--- config.mk ---
export PLATFORM = sky130hd
export DESIGN_NAME = chacha20_xor_stream
export DESIGN_NICKNAME = d
export VERILOG_FILES = /design/src/rtl/chacha20_xor_stream.sv
export SDC_FILE = /design/constraint.sdc
export NUM_CORES = 1
export LEC_CHECK = 0
export CAP_MARGIN = 5
export CORE_ASPECT_RATIO = 0.9
export CORE_UTILIZATION = 35
export DETAILED_ROUTE_END_ITERATION = 7
export SLEW_MARGIN = 20
export SYNTH_ARGS = -nofsm -noshare
export SYNTH_HDL_FRONTEND = slang
export SYNTH_SLANG_ARGS = --single-unit
--- constraint.sdc ---
create_clock -name clk -period 4.24 [get_ports clk]
set_clock_uncertainty 0.2 [all_clocks]
set_input_delay 0.848 -clock clk [delete_from_list [all_inputs] [get_ports clk]]
set_output_delay 0.848 -clock clk [all_outputs]
set_load 0.02 [all_outputs]
--- src/rtl/chacha20_xor_stream.sv ---
// Keystream XOR stage: fetches 512-bit ChaCha20 blocks from the core and XORs them onto a word stream.
// Optional macro CHACHA20_CTR_WRAP_ERR_EN adds a sticky ctr_wrap_err output that halts on counter wrap.
module chacha20_xor_stream #(
    parameter int DATA_W = 32
) (
    input  logic              clk,
    input  logic              reset,
    input  logic              init,
    input  logic [31:0]       ctr_init,
    output logic              core_start,
    output logic [31:0]       core_counter,
    input  logic              ks_done,
    input  logic [511:0]      ks_in,
    input  logic              in_valid,
    output logic              in_ready,
    input  logic [DATA_W-1:0] in_data,
    input  logic              in_last,
    output logic              out_valid,
    input  logic              out_ready,
    output logic [DATA_W-1:0] out_data,
    output logic              out_last,
    output logic              busy
`ifdef CHACHA20_CTR_WRAP_ERR_EN
    ,
    output logic              ctr_wrap_err
`endif
);

    localparam int WORDS = 512 / DATA_W;
    localparam int IDX_W = $clog2(WORDS);
    localparam logic [IDX_W-1:0] LAST_IDX = IDX_W'(WORDS - 1);

    typedef enum logic [1:0] {
        ST_IDLE,
        ST_REQ,
        ST_WAIT,
        ST_STREAM
    } state_t;

    state_t             state_reg;
    state_t             state_next;
    logic [31:0]        counter_reg;
    logic [IDX_W-1:0]   idx_reg;
    logic [511:0]       ks_buf_reg;
    logic               out_valid_reg;
    logic [DATA_W-1:0]  out_data_reg;
    logic               out_last_reg;

    logic               accept;
    logic               block_last;
    logic               ctr_step;
    logic               wrap_err;
    logic               wrap_stop;
    logic [DATA_W-1:0]  ks_word [WORDS];

    genvar gi;
    generate
        for (gi = 0; gi < WORDS; gi++) begin : g_ks_word
            assign ks_word[gi] = ks_buf_reg[gi*DATA_W +: DATA_W];
        end
    endgenerate

    assign core_start   = (state_reg == ST_REQ);
    assign busy         = (state_reg != ST_IDLE);
    assign in_ready     = (state_reg == ST_STREAM) && (!out_valid_reg || out_ready);
    assign core_counter = counter_reg;
    assign out_valid    = out_valid_reg;
    assign out_data     = out_data_reg;
    assign out_last     = out_last_reg;

    assign accept     = in_valid && in_ready;
    assign block_last = (idx_reg == LAST_IDX);
    // Counter advances once per block used, whether the message ended early or the block ran out.
    assign ctr_step   = accept && (in_last || block_last);

`ifdef CHACHA20_CTR_WRAP_ERR_EN
    logic wrap_err_reg;
    logic ctr_wraps;

    assign ctr_wraps    = ctr_step && (counter_reg == 32'hFFFF_FFFF);
    assign wrap_stop    = ctr_wraps;
    assign wrap_err     = wrap_err_reg;
    assign ctr_wrap_err = wrap_err_reg;

    always_ff @(posedge clk or negedge reset) begin
        if (!reset) begin
            wrap_err_reg <= 1'b0;
        end else if (state_reg == ST_IDLE && init) begin
            wrap_err_reg <= 1'b0;
        end else if (ctr_wraps) begin
            wrap_err_reg <= 1'b1;
        end
    end
`else
    assign wrap_stop = 1'b0;
    assign wrap_err  = 1'b0;
`endif

    always_ff @(posedge clk or negedge reset) begin
        if (!reset) begin
            state_reg <= ST_IDLE;
        end else begin
            state_reg <= state_next;
        end
    end

    always_comb begin
        state_next = state_reg;
        case (state_reg)
            ST_IDLE: begin
                if (!init && in_valid && !wrap_err) begin
                    state_next = ST_REQ;
                end
            end
            ST_REQ: begin
                state_next = ST_WAIT;
            end
            ST_WAIT: begin
                if (ks_done) begin
                    state_next = ST_STREAM;
                end
            end
            ST_STREAM: begin
                // A wrapped counter parks the FSM in IDLE instead of fetching another block.
                if (accept && (in_last || wrap_stop)) begin
                    state_next = ST_IDLE;
                end else if (accept && block_last) begin
                    state_next = ST_REQ;
                end
            end
            default: begin
                state_next = ST_IDLE;
            end
        endcase
    end

    always_ff @(posedge clk or negedge reset) begin
        if (!reset) begin
            counter_reg   <= 32'd0;
            idx_reg       <= '0;
            ks_buf_reg    <= '0;
            out_valid_reg <= 1'b0;
            out_data_reg  <= '0;
            out_last_reg  <= 1'b0;
        end else begin
            if (state_reg == ST_IDLE && init) begin
                counter_reg <= ctr_init;
            end else if (ctr_step) begin
                counter_reg <= counter_reg + 32'd1;
            end

            if (state_reg == ST_WAIT && ks_done) begin
                ks_buf_reg <= ks_in;
                idx_reg    <= '0;
            end else if (accept) begin
                idx_reg <= (in_last || block_last) ? '0 : idx_reg + IDX_W'(1);
            end

            if (accept) begin
                out_valid_reg <= 1'b1;
                out_data_reg  <= in_data ^ ks_word[idx_reg];
                out_last_reg  <= in_last;
            end else if (out_ready) begin
                out_valid_reg <= 1'b0;
            end
        end
    end

endmodule

==> metrics.txt, run 1 <==
status=finished, final reports clean; iteration count of the initial detailed-routing pass=5; switching power summed over all nets=roughly 9200 uW; Most common cell on crit path=clkdlybuf4s50_1; worst slew margin relative to its limit=28.28%; worst-margin pin slew=between 1000 and 1500 ps; worst ir drop on vdd=0.2926 mV; final setup vio count=0; Final TNS setup=0 ps; most common library cell in the layout ignoring fill and taps=nand2_1; via count of the first global-routing pass=22.85k; IO Port Bufs=roughly 650; antenna-violating nets left=0; largest net degree at the start of global routing=85; Synth Instances=2904; Detailed Place HPWL=between 70 and 80 mm; Worst Reg2Reg Path Length in Cells=6; Final Cell Area=around 37000 sq um; vias=around 22k; flip-flop count of the largest register after layout=512; fraction of power spent switching nets=36.23%; placed instance area=34720 sq um; clock latency on the worst-skew pair=610 ps; post-cts gate resize count=0; Clk pin slew, worst setup/hold paths=roughly 60 ps; Distinct cells, synth=45; Final Hold Vio Count=0; setup repair after global routing missed its margin=no; global-route wire length before repair=145.8 mm; leading area contributor after synthesis=dfrtp_1; number of clock sinks=584; async set-reset flop share out of synthesis=100.0%; DIE HEIGHT=265.6 um; period utilisation layout=81.05%; overall global routing resource usage=25.26%; capturing element of the worst setup path=in_ready; # Post-CTS Setup Buffers=0; reg-to-reg slack, setup=roughly 1300 ps; final max-slew violation count=0; worst-path cell chain=clkdlybuf4s50_1 > nand2b_1 > buf_4 > and2_1 > clkdlybuf4s50_1; TritonCTS clock tree=built; Mapped Nets=3494; fmax=0.2910 GHz; combinational group share of total power=37.6%; Area Growth Syn to Fin=37.28%; clock share of power=between 20% and 30%; slowest cell on the critical path=clkdlybuf4s50_1; Yosys Warn Count=0; static power due to leakage=between 0.015 and 0.02 uW; Final GP Congestion=0.8408; time the final worst path needs with I/O delays and setup=3436 ps; routed wire length=98.69 mm; post-synth top area share=between 50% and 60%; Setup CP Type=input pin to output port; type of destination of the critical path=output port; number of enable flip-flop cells after synthesis=0; Top FF cell, synth=dfrtp_1; H-Tree Depth=3; total gr overflow=0; initial core utilization=35.44%; number of placed instances with taps included=4461; worst min-delay path category=input pin to async pin; fill cell total of the finished layout=7234; required time worst endpoint=3190 ps; Post-CTS Hold Buffers=0; arrival time of the worst setup path=~2400 ps; launch point of the critical path=out_ready; commonest non-fill, non-tap cells in the layout=nand2_1, clkdlybuf4s50_1, dfrtp_1; area of the mapped netlist=27030 sq um; share of synthesized area occupied by flip-flops and latches=54.06%; Max Fanout on Critical Path=8; mean area per synthesized cell=9.308 sq um; launching point of the worst reg2reg path=idx_reg[0]; kind of start point of the critical path=input pin; Die Area=78350 sq um; ranking of synthesized cells by area=dfrtp_1, nand2_1, mux4_2; Std-Cell Core Area=76270 sq um; Post-route DRC=0; chip width=between 200 and 300 um; internal portion of total power=16230 uW; number of buffers on the longest clock path=3; crit-path max cell delay=610 ps; Fin Hold WS=97.21 ps; Core Util, Final=48.65%; nets=4092; max cap viols=0; clock root buffer=clkbuf_16; total clock buffers created by CTS=between 60 and 70; non-filler instance count after layout=roughly 4.6k; endpoint of the lowest-slack register-to-register path=out_data[12]; number of flip-flops and latches in the synthesized netlist=584; Cell Pwr Density=685.7 nW/um^2; Rows=96; Top Ports=around 650; Vias/cell=4.840; proportion of layout cells with a drive suffix above 1=10.91%; number of antenna violations at the first check in global routing=22; average wire length per cell after detail routing=21.46 um; violation count after the first detailed-routing iteration=1520; relative contribution of sequential cells to total power=38.4%
-- area by class of cell --
cell class | instances | area, sq um | share of cell area, %
Sequential cell | 584 | 14620 | 39.40
Multi-Input combinational cell | 2128 | 11530 | 31.07
Timing Repair Buffer | 711 | 7247 | 19.53
Clock buffer | 101 | 2047 | 5.516
Tap cell | 1029 | 1287 | 3.469
Clock inverter | 23 | 307.8 | 0.8294
Inverter | 9 | 33.78 | 0.09103
Antenna cell | 13 | 32.53 | 0.08766
-- power by group through the flow --
stage	Clock, uW	Sequential, uW	Combinational (uW)
after floorplan	0	9610	6190
after global placement	0	9730	9530
final	6110	9760	9570
after detailed placement	0	9830	9670
after CTS	6250	9760	9710
after global routing	6450	10100	10700
-- synthesized netlist by cell type, types with 9 or more instances --
cell type	instances
nand2_1	1588
dfrtp_1	584
clkbuf_1	130
mux4_2	90
nor2_1	70
mux2_2	65
o22ai_1	65
xnor2_1	58
a21oi_1	37
buf_2	35
a211oi_2	32
o21ai_1	32
nand3_1	12
inv_1	9
-- per-layer routing --
layer / global-route usage (%) / share of wire, %
met1: 32.87 / 42
met5: 0 / 0.15
met3: 6.860 / 7.9
met4: 8.812 / 3.1
met2: 40.44 / 47
-- worst min-delay path by stage --
| stage | cells after the start | endpoint | start |
|---|---|---|---|
| finish | 1 | ks_buf_reg[436] | reset |
| floorplan | 2 | ks_buf_reg[160] | ks_buf_reg[160] |
| detailed placement | 2 | ks_buf_reg[356] | ks_buf_reg[356] |
| global route | 1 | ks_buf_reg[436] | reset |
| global placement | 2 | ks_buf_reg[225] | ks_buf_reg[225] |
| CTS | 1 | ks_buf_reg[468] | reset |
-- cell families after synthesis --
group / share of synthesized area [%]
AO/OA/AOI/OAI: 4.430
XOR/XNOR: 2.041
adder cells (fa/ha/maj): 0.3240
buffers and inverters: 3.388
flip-flops: 54.06
multiplexers: 10.83
AND/OR/NAND/NOR: 24.93
-- critical path: cells and delay by family --
| family | cells | cell delay [ps] |
|---|---|---|
| buffers and inverters | 3 | 1240 |
| and+or+nand+nor | 2 | 290 |
-- metrics by stage --
step / setup slack [ps] / total power [uW]
finish: 803.6 / 25440
floorplan: 1727 / 15800
detailed placement: 805.4 / 19500
global route: 771.7 / 27200
global placement: 819.7 / 19270
CTS: 789.7 / 25720
No activity file was read; power rests on OpenSTA's default activity.
==> run 2: changes to the inputs <==
==> constraint.sdc (replaced) <==
create_clock -name clk -period 3.2 [get_ports clk]
set_clock_uncertainty 0.2 [all_clocks]
set_input_delay 0.64 -clock clk [delete_from_list [all_inputs] [get_ports clk]]
set_output_delay 0.64 -clock clk [all_outputs]
set_load 0.02 [all_outputs]
==> run 2 against run 1 <==
- worst setup slack lost 550 ps
- register-to-register slack lost 910 ps
- global-route usage about the same
- highest routed layer unchanged
- routed wire length is essentially flat
- largest power group unchanged
- combinational power up 34%
- cell count increased by 0.52%
- sequential power is 34% higher
==> metrics.txt, run 2 (synthesis results as in run 1) <==
status=finished, final reports clean; nets=4117; number of buffers on the longest clock path=3; endpoint of the worst hold-timing path=ks_buf_reg[203]; total gr overflow=0; H-Tree Depth=3; commonest non-fill, non-tap cells in the layout=nand2_1, clkdlybuf4s50_1, dfrtp_1; number of antenna violations at the first check in global routing=24; launch point of the worst hold path=ks_buf_reg[203]; worst min-delay path category=flip-flop to flip-flop; initial core utilization=35.44%; type of destination of the critical path=output port; Std-Cell Core Area=around 76000 sq um; worst ir drop on vdd=about 0.47 mV; Final GP Congestion=0.8432; proportion of layout cells with a drive suffix above 1=roughly 11%; antenna-violating nets left=0; Die Area=78350 sq um; IO Port Bufs=approximately 650; overall global routing resource usage=25.29%; required time worst endpoint=2360 ps; placed instance area=35110 sq um; internal portion of total power=around 21000 uW; number of stages on the worst hold path=2; combinational group share of total power=37.8%; clock root buffer=clkbuf_16; fmax=0.3398 GHz; Setup CP Type=flip-flop to output port; period utilisation layout=between 90% and 100%; via count of the first global-routing pass=between 20k and 25k; Power, Total=33810 uW; clock share of power=23.6%; max cap viols=0; chip width=between 200 and 300 um; Worst Reg2Reg Path Length in Cells=8; static power due to leakage=0.01760 uW; total clock buffers created by CTS=68; final setup vio count=0; reg-to-reg slack, setup=360 ps; relative contribution of sequential cells to total power=between 30% and 40%; average wire length per cell after detail routing=21.36 um; flip-flop count of the largest register after layout=512; Area Growth Syn to Fin=38.49%; endpoint of the lowest-slack register-to-register path=out_data[27]; most common library cell in the layout ignoring fill and taps=nand2_1; largest net degree at the start of global routing=approximately 120; worst slew margin relative to its limit=34.61%; launch point of the critical path=state_reg[1]; Clk pin slew, worst setup/hold paths=60 ps; routed wire length=98.74 mm; launching point of the worst reg2reg path=idx_reg[1]; Final Cell Area=around 37000 sq um; worst-margin pin slew=between 900 and 1000 ps; fraction of power spent switching nets=36.44%; DIE HEIGHT=265.6 um; Vias/cell=4.842; kind of start point of the critical path=flip-flop; Rows=96; global-route wire length before repair=~150 mm; number of clock sinks=584; Cell Pwr Density=between 900 and 1000 nW/um^2; TritonCTS clock tree=built; Max Fanout on Critical Path=5; Final Hold Vio Count=0; Final TNS setup=0 ps; Post-route DRC=0; vias=~22k; Top Ports=652; arrival time of the worst setup path=2100 ps; final max-slew violation count=0; Detailed Place HPWL=between 70 and 80 mm; violation count after the first detailed-routing iteration=1629; time the final worst path needs with I/O delays and setup=between 2000 and 3000 ps; clock latency on the worst-skew pair=610 ps; switching power summed over all nets=12320 uW; iteration count of the initial detailed-routing pass=7; setup repair after global routing missed its margin=no
run 2: cell count changes in the layout (fill, tap and decap cells not counted), sizes merged:
cell and change:
clkinv +4, diode -2, buf +24, dlygate4sd3 +1
inv +2, clkbuf -5
run 2: layout make-up:
cell class / instances / area (sq um)
inverter: 9 / 33.78
clock inverter: 29 / 347.8
tap: 1029 / 1287
multi-input combinational: 2128 / 11530
antenna: 11 / 27.53
timing repair buffer: 736 / 7650
sequential: 584 / 14620
fill: 7143 / 38840
clock buffer: 96 / 1939
run 2: worst max-delay path, stage by stage (launching register included):
cell and delay (ps):
dfrtp_1 420, ha_1 290, and2_1 150, clkdlybuf4s50_1 630
run 2: worst max-delay path by stage:
stage,end,cells past startpoint
3_3_place_gp,core_counter[22],6
5_1_grt,in_ready,3
6_report,in_ready,3
4_1_cts,in_ready,3
2_1_floorplan,state_reg[1],5
3_5_place_dp,core_counter[22],6
run 2: metrics by stage:
step | util (%) | worst slack (ps) | instances | hold WS [ps]
6_report | 49.08 | 256.7 | 4622 | 265.2
5_1_grt | 49.07 | 166.4 | 4620 | 284.8
4_1_cts | 49.04 | 209.7 | 4611 | 271.2
3_5_place_dp | 46.03 | 372.8 | 4485 | 256.6
3_3_place_gp | 46.03 | 371.8 | 4485 | 249.2
2_1_floorplan | - | 1065 | 2904 | 144.4
run 2: power groups by stage:
stage	logic [uW]	clock network, uW	registers, uW
floorplan	8200	0	12700
global placement	12800	0	13100
detailed placement	12900	0	13100
CTS	13000	8160	13000
global route	14200	8440	13500
finish	12800	7970	13100
run 2: routing by layer:
| metal | global-route usage (%) | wire [um] |
|---|---|---|
| met5 | 0 | 116 |
| met4 | 8.727 | 3001 |
| met3 | 6.868 | 7651 |
| met2 | 39.55 | 45550 |
| met1 | 33.74 | 42420 |
run 2: what timing repair did:
item                       4_1_cts  5_1_grt
buffers inserted                 0        0
hold buffers                     1        0
setup endpoints to repair        0        0
hold endpoints to repair        37        0
resized for setup                0        0
==> run 3: changes to the inputs <==
==> constraint.sdc (replaced) <==
create_clock -name clk -period 3.8 [get_ports clk]
set_clock_uncertainty 0.2 [all_clocks]
set_input_delay 0.76 -clock clk [delete_from_list [all_inputs] [get_ports clk]]
set_output_delay 0.76 -clock clk [all_outputs]
set_load 0.02 [all_outputs]
==> run 3 against run 2 <==
- largest cell class unchanged
- flip-flop and latch count stayed put
- combinational power shrank 16%
- highest routed layer unchanged
- critical endpoint unchanged
- total power shrank 16%
- register-to-register slack better by 590 ps
- global-route usage shrank 0.21 points
- count of clock-buffer cells in the layout increased by 1
==> metrics.txt, run 3 (synthesis results as in run 1) <==
Std-Cell Core Area=76270 sq um; global-route wire length before repair=145.6 mm; Vias/cell=4.835; via count of the first global-routing pass=22.96k; clock root buffer=clkbuf_16; non-filler instance count after layout=4607; nets=slightly above 4k; most common library cell in the layout ignoring fill and taps=nand2_1; total gr overflow=0; worst-path cell chain=clkdlybuf4s50_1 > nand2b_1 > and2_1 > clkdlybuf4s50_1; worst slew margin relative to its limit=34.42%; Final GP Congestion=0.8288; Clk pin slew, worst setup/hold paths=60 ps; type of destination of the critical path=output port; overall global routing resource usage=25.08%; kind of start point of the critical path=input pin; Area Growth Syn to Fin=37.59%; Most common cell on crit path=clkdlybuf4s50_1; chip width=294.9 um; routed wire length=98.02 mm; violation count after the first detailed-routing iteration=1514; Rows=96; largest net degree at the start of global routing=116; number of buffers on the longest clock path=3; final max-slew violation count=0; TritonCTS clock tree=built; average wire length per cell after detail routing=21.28 um; Fin Hold WS=267.4 ps; static power due to leakage=roughly 0.017 uW; Final Cell Area=37190 sq um; launching point of the worst reg2reg path=idx_reg[0]; setup repair after global routing missed its margin=no; Die Area=78350 sq um; fill cell total of the finished layout=7202; commonest non-fill, non-tap cells in the layout=nand2_1, clkdlybuf4s50_1, dfrtp_1; number of placed instances with taps included=4479; clock latency on the worst-skew pair=610 ps; number of clock sinks=584; vias=approximately 22k; Setup CP Type=input pin to output port; number of stages on the worst hold path=2; max cap viols=0; Cell Pwr Density=761.2 nW/um^2; IO Port Bufs=between 600 and 700; worst min-delay path category=flip-flop to flip-flop; Top Ports=around 650; status=finished, final reports clean; fmax=~0.32 GHz; worst ir drop on vdd=0.3586 mV; Max Fanout on Critical Path=2; post-cts gate resize count=0; flip-flop count of the largest register after layout=between 500 and 600; antenna-violating nets left=0; slowest cell on the critical path=clkdlybuf4s50_1; placed instance area=34890 sq um; proportion of layout cells with a drive suffix above 1=10.91%; iteration count of the initial detailed-routing pass=5; crit-path max cell delay=610 ps; Worst Reg2Reg Path Length in Cells=6; Final TNS setup=0 ps; Post-route DRC=0; arrival time of the worst setup path=around 2100 ps; period utilisation layout=81.09%; Final Hold Vio Count=0; time the final worst path needs with I/O delays and setup=a little over 3000 ps; H-Tree Depth=3; number of antenna violations at the first check in global routing=27; reg-to-reg slack, setup=roughly 950 ps; endpoint of the worst hold-timing path=ks_buf_reg[198]; initial core utilization=between 30% and 40%; Power, Total=28310 uW; Detailed Place HPWL=73.73 mm; final setup vio count=0; required time worst endpoint=2840 ps; total clock buffers created by CTS=just under 70; launch point of the worst hold path=ks_buf_reg[198]; worst-margin pin slew=approximately 980 ps; endpoint of the lowest-slack register-to-register path=out_data[17]; DIE HEIGHT=around 270 um
-- run 3: cell types whose count changed in the layout (fill, tap and decap cells not counted), sizes merged --
cell | before | now
clkinvlp | 3 | 0
buf | 85 | 79
bufinv | 4 | 6
diode | 11 | 14
clkinv | 17 | 7
inv | 14 | 12
clkbuf | 96 | 97
-- run 3: worst max-delay path, delay by kind of cell --
kind | cells | cell delay [ps]
simple gates | 2 | 290
buf+inv | 2 | 1070
-- run 3: worst max-delay path by stage --
stage | startpoint | endpoint | slack [ps] | depth (start not counted)
after global placement | out_ready | in_ready | 720 | 4
final | out_ready | in_ready | 720 | 4
after detailed placement | out_ready | in_ready | 720 | 4
after floorplan | out_ready | in_ready | 1460 | 3
after global routing | state_reg[1] | in_ready | 630 | 3
after CTS | state_reg[1] | in_ready | 670 | 3
-- run 3: area by class of cell --
type,count,area (sq um),share of cell area [%]
multi-input cells,2128,11530,30.99
diodes,14,35.03,0.09420
repair buffers,730,7430,19.98
clock buffers,97,1943,5.225
well taps,1029,1287,3.462
inverters,9,33.78,0.09083
clock inverters,16,314.1,0.8444
flip-flops and latches,584,14620,39.32
-- run 3: power by group --
part | switching [uW] | leakage [uW] | internal [uW]
logic | 5690 | 0.00914 | 4990
registers | 1790 | 0.00724 | 9140
clock network | 2710 | 0.00110 | 3990
-- run 3: layer usage --
metal | vias to the layer above | part of all wire, % | GRT usage (%) | routed length (um)
met3 | 133 | 7.1 | 5.506 | 6959
li1 | 10610 | - | - | -
met4 | 24 | 1.8 | 5.983 | 1781
met2 | 650 | 48 | 40.92 | 46650
met1 | 10860 | 43 | 33.90 | 42500
met5 | - | 0.14 | 0 | 137
-- run 3: repair_timing --
action,4_1_cts,5_1_grt
endpoints found under the hold margin,44,0
endpoints found under the setup margin,0,0
setup buffers,0,0
hold buffers,1,0
-- run 3: through the flow --
stage	util, %	worst slack, ps
2_1_floorplan	-	1463
3_3_place_gp	45.74	715.0
3_5_place_dp	45.74	717.7
4_1_cts	48.72	669.2
5_1_grt	48.75	631.0
6_report	48.76	718.5
